--- src/rtl/irq_trap_sched.sv ---
// Machine-mode interrupt scheduler: synchronizes the external IRQ, picks the highest-priority
// enabled interrupt, holds fetch while the pipeline drains, then hands one trap to WB.
module irq_trap_sched #(
    parameter int unsigned SYNC_STAGES = 2,
    parameter int unsigned DRAIN_MAX   = 15
) (
    input  logic       clk_in,
    input  logic       reset_in,
    input  logic       ext_irq_in,
    input  logic       timer_irq_in,
    input  logic       sw_irq_in,
    input  logic [1:0] mode,
    input  logic       mstatus_mie,
    input  logic [2:0] mie_en,
    input  logic       exception_flag,
    input  logic       mret,
    input  logic       pipe_empty,
    input  logic       trap_ack,
    output logic [2:0] mip_pend,
    output logic       irq_hold,
    output logic       trap_req,
    output logic [3:0] trap_cause,
    output logic       drain_timeout
);

    typedef enum logic [1:0] {
        IDLE,
        HOLD,
        REQ,
        COOL
    } state_t;

    localparam logic [7:0] DRAIN_LAST = 8'(DRAIN_MAX - 1);
    localparam logic [3:0] CODE_MEI   = 4'd11;
    localparam logic [3:0] CODE_MSI   = 4'd3;
    localparam logic [3:0] CODE_MTI   = 4'd7;

    state_t                 state;
    state_t                 state_next;
    logic [SYNC_STAGES-1:0] sync_q;
    logic [7:0]             cnt;
    logic [7:0]             cnt_next;
    logic [3:0]             cause_q;
    logic [3:0]             cause_next;
    logic [3:0]             win_code;
    logic [2:0]             pend_en;
    logic                   eligible;
    logic                   cand;

    always_ff @(posedge clk_in or negedge reset_in) begin
        if (!reset_in) begin
            sync_q <= '0;
        end else begin
            sync_q <= {sync_q[SYNC_STAGES-2:0], ext_irq_in};
        end
    end

    assign mip_pend = {sync_q[SYNC_STAGES-1], timer_irq_in, sw_irq_in};
    assign eligible = (mode != 2'd3) | mstatus_mie;
    assign pend_en  = mip_pend & mie_en;
    assign cand     = eligible & (|pend_en);

    // Bit order is {meip,mtip,msip}; software outranks timer.
    always_comb begin
        win_code = '0;
        if (pend_en[2]) begin
            win_code = CODE_MEI;
        end else if (pend_en[0]) begin
            win_code = CODE_MSI;
        end else if (pend_en[1]) begin
            win_code = CODE_MTI;
        end
    end

    always_ff @(posedge clk_in or negedge reset_in) begin
        if (!reset_in) begin
            state   <= IDLE;
            cnt     <= '0;
            cause_q <= '0;
        end else begin
            state   <= state_next;
            cnt     <= cnt_next;
            cause_q <= cause_next;
        end
    end

    always_comb begin
        state_next    = state;
        cnt_next      = cnt;
        cause_next    = cause_q;
        trap_req      = 1'b0;
        drain_timeout = 1'b0;
        case (state)
            IDLE: begin
                if (cand && !exception_flag && !mret) begin
                    state_next = HOLD;
                    cause_next = win_code;
                    cnt_next   = '0;
                end
            end
            HOLD: begin
                cnt_next = (cnt == 8'hFF) ? cnt : cnt + 8'd1;
                if (exception_flag) begin
                    state_next = IDLE;
                end else if (!cand) begin
                    state_next = IDLE;
                end else if (pipe_empty) begin
                    state_next = REQ;
                    cause_next = win_code;
                end else if (cnt == DRAIN_LAST) begin
                    state_next    = REQ;
                    drain_timeout = 1'b1;
                end
            end
            REQ: begin
                trap_req = !exception_flag;
                if (exception_flag) begin
                    state_next = IDLE;
                end else if (trap_ack) begin
                    state_next = COOL;
                end
            end
            COOL: begin
                state_next = IDLE;
            end
            default: begin
                state_next = IDLE;
            end
        endcase
    end

    assign irq_hold   = (state != IDLE);
    assign trap_cause = cause_q;

endmodule
--- config.mk ---
export PLATFORM = sky130hd
export DESIGN_NAME = irq_trap_sched
export DESIGN_NICKNAME = d
export VERILOG_FILES = /design/src/rtl/irq_trap_sched.sv
export SDC_FILE = /design/constraint.sdc
export NUM_CORES = 1
export LEC_CHECK = 0
export ABC_CLOCK_PERIOD_IN_PS = 1620
export CORE_AREA = 2 2 55 57
export DETAILED_ROUTE_END_ITERATION = 8
export DIE_AREA = 0 0 57 59
export PLACE_DENSITY_LB_ADDON = 0.2
export SLEW_MARGIN = 20
export SYNTH_ARGS = -nofsm -noshare
export SYNTH_HDL_FRONTEND = slang
export SYNTH_SLANG_ARGS = --single-unit
--- constraint.sdc ---
create_clock -name clk_in -period 1.62 [get_ports clk_in]
set_input_delay 0.324 -clock clk_in [delete_from_list [all_inputs] [get_ports clk_in]]
set_output_delay 0.324 -clock clk_in [all_outputs]
set_load 0.03 [all_outputs]
==> results.md <==
* Status: finished, violations left
* Failing checks: setup timing
* Final WS setup at -308 ps
* CP Data Arrival Time at 1600 ps
* Area grow syn2layout at 58.0%
* Setup crit start kind: register
* Die X at 57 µm
* DP Cell Count at 157
* Area leader, netlist: dfrtp_1
* Final Max Tran Viols at 0
* FF+latch area at 377 µm²
* Gpl congestion at 0.754
* Synth Area in Compound Gates at 18.3%
* Post-synthesis sequential area ratio at 43.5%
* Final Non-Filler Cells at 165
* Top-area cell type share of the netlist area at 43.5%
* Tmin final at 1930 ps
* DRC Markers at 0
* Post-synthesis xor/xnor area fraction at 0%
* Setup crit end kind: output pin
* Ports at 25
* Area post-placement at 1270 µm²
* First-pass detailed-route iteration total at 4
* Die height at 59 µm
* Vias in the first global route at 820
* Critical Path RT at 1300 ps
* Cell Pwr Density at 810 nW/µm²
* Synth Cell Area at 863 µm²
* Fill cell count at 274
* Routed Antenna Nets at 0
* Hold buffer count at cts at 0
* Sum Neg Setup Slack at -744 ps
* P_leak at 0.656 nW
* F_max at 519 MHz
* Max-cap violations at 0
* Initial DRC Count at 10
* Clock Path Buffers at 2
* Worst Max-Slew Pin Slew at 361 ps
* ANT cells at 0
* GRT Total Usage at 14.1%
* Mux contribution to synthesized area at 5.80%
* Worst Hold Class: in -> async
* Setup violations, final at 3
* Largest family of logic cells by synthesized area: simple AND/OR/NAND/NOR gates
* Htree depth at 1
* Register-to-Register Path Depth at 6
* NumNets Final at 152
* Worst skew pair latency at 290 ps
* CTS Buf Count at 3
* Yosys reg bits at 15
* Worst reg2reg startpoint: sync_q[1]$_DFF_PN0_
* Flop-to-flop setup slack at -220 ps
* VDD IR-drop max at 473 µV
* CTS tree: built
* Share of cells above drive strength 1 at 35.1%
* Primary FF master, synth: dfrtp_1
* Final worst path period share at 119%
* Final Instance Area at 1360 µm²
* Initial Utilization at 31.9%
* Final Hold Viols at 0
* Mapped Cells at 88
* Largest net degree at the start of global routing at 16
* Post-synth EDFFs at 0
* Post-Route WL at 2300 µm
* Fin util at 50.3%
* FP Rows at 19
* Clk root buf: clkbuf_4
* Multi-input combinational cell area at 500 µm²
* Net Count, Synth at 105
* Port Buffers at 24
* Crit-path max FO at 2
* Area contributors post-synth: dfrtp_1 43%, buf_4 3.5%, mux2_4 3.5%
* First-pass GRT wire length at 3620 µm
* Post-synthesis async set-or-reset flop share at 100%
* Synth Area in Adders at 2.90%
* Die ar. at 3360 µm²
* Most frequent cell after synthesis: dfrtp_1
* Initial antenna violation count at 0
* Vias per cell at 5.18
* CORE AREA at 2710 µm²
* Synthesis Warnings at 0
* Routed wire per std cell at 14.0 µm
* DPL Wire Length at 1800 µm
* Simple-gate portion of the synthesized area at 23.0%
* Via count at 855
* Clk sinks at 15
* Synth Area per Inst at 9.81 µm²
* GRT overflow at 0
* Synth cell types at 33
* Synth cell count leaders: 15 x dfrtp_1, 6 x nor2_1, 5 x a21oi_1, 5 x inv_1, 5 x nand2_1
* Setup CP Type: reg -> out
* Unrepaired setup endpoints after global routing: true
* Skew final at 0.516 ps
* CTS clk-pin slew, worst paths at 90 ps
* Capturing point of the worst reg2reg path: trap_cause[2]$_DFFE_PN0P_
* Slew HR at 75.9%
final cells by class:
type                    instances  area share, %
clock buffers                   4           1.93
multi-input cells              62           36.7
well taps                      31           2.84
inverters                       5           1.38
flip-flops and latches         15           27.6
repair buffers                 48           29.5
cell usage in the layout (no fill, tap or decap), types with 3 or more instances in the layout:
master,netlist,routed
nor2_1,6,4
nand2_1,5,4
nand4_1,3,3
nand3_1,4,3
dlygate4sd2_1,0,13
dfrtp_1,15,14
buf_4,4,26
o2bb2ai_1,3,3
buf_6,0,3
clkbuf_4,0,3
inv_1,5,5
a21oi_1,5,5
clkdlybuf4s50_1,0,5
sequential cells by signal, summed over array words and instances, names as in the netlist:
| name | cells |
|---|---|
| sync_q | 2 |
| cnt | 8 |
| trap_cause | 3 |
| state | 2 |
worst max-delay path by stage:
stage,from,to,slack [ps],cells after the start
after floorplan,mode[1],drain_timeout,-30,3
after global placement,sw_irq_in,trap_cause[3]$_DFFE_PN0P_,-490,5
after detailed placement,mie_en[0],drain_timeout,-540,5
after CTS,sync_q[1]$_DFF_PN0_,drain_timeout,-330,4
after global routing,sync_q[1]$_DFF_PN0_,drain_timeout,-370,4
final,sync_q[1]$_DFF_PN0_,drain_timeout,-310,4
kinds of logic (layout without fill, tap and decap cells):
logic type	after synthesis	count (layout)
AND/OR/NAND/NOR	35	35
buffers and inverters	11	57
flip-flops	15	15
adder cells (fa/ha/maj)	2	2
multiplexers	4	4
AO/OA/AOI/OAI	21	21
per-stage QoR:
stage	setup WS [ps]	total power, mW	hold slack (ps)
finish	-308	1.10	336
floorplan	-31.2	0.667	28.4
CTS	-333	1.08	340
detailed placement	-542	0.868	341
global placement	-493	0.858	337
global route	-374	1.18	335
repair_timing:
action                     in CTS  in global routing
hold endpoints to repair        0                  0
setup endpoints to repair      13                  9
pin swaps                       4                  4
cloned                          0                  0
resized for setup              15                 12
setup buffers                   1                  3
report_power, final:
part / internal (mW) / leakage (nW) / switching [mW]
registers: 0.425 / 0.193 / 0.0518
clock network: 0.0959 / 0.0150 / 0.129
logic: 0.214 / 0.448 / 0.189
critical path: stages, from the launching register on:
cell and delay, ps:
dfrtp_1 360, a222oi_1 100, or3_4 370, nor4_4 280, buf_4 200
layer usage:
layer  global-route usage (%)  share of wire (%)
met3                     4.80                5.3
met5                        0                  0
met1                     18.0                 44
met4                     6.98                2.1
met2                     21.5                 49
Power figures use the tool's default switching activity.
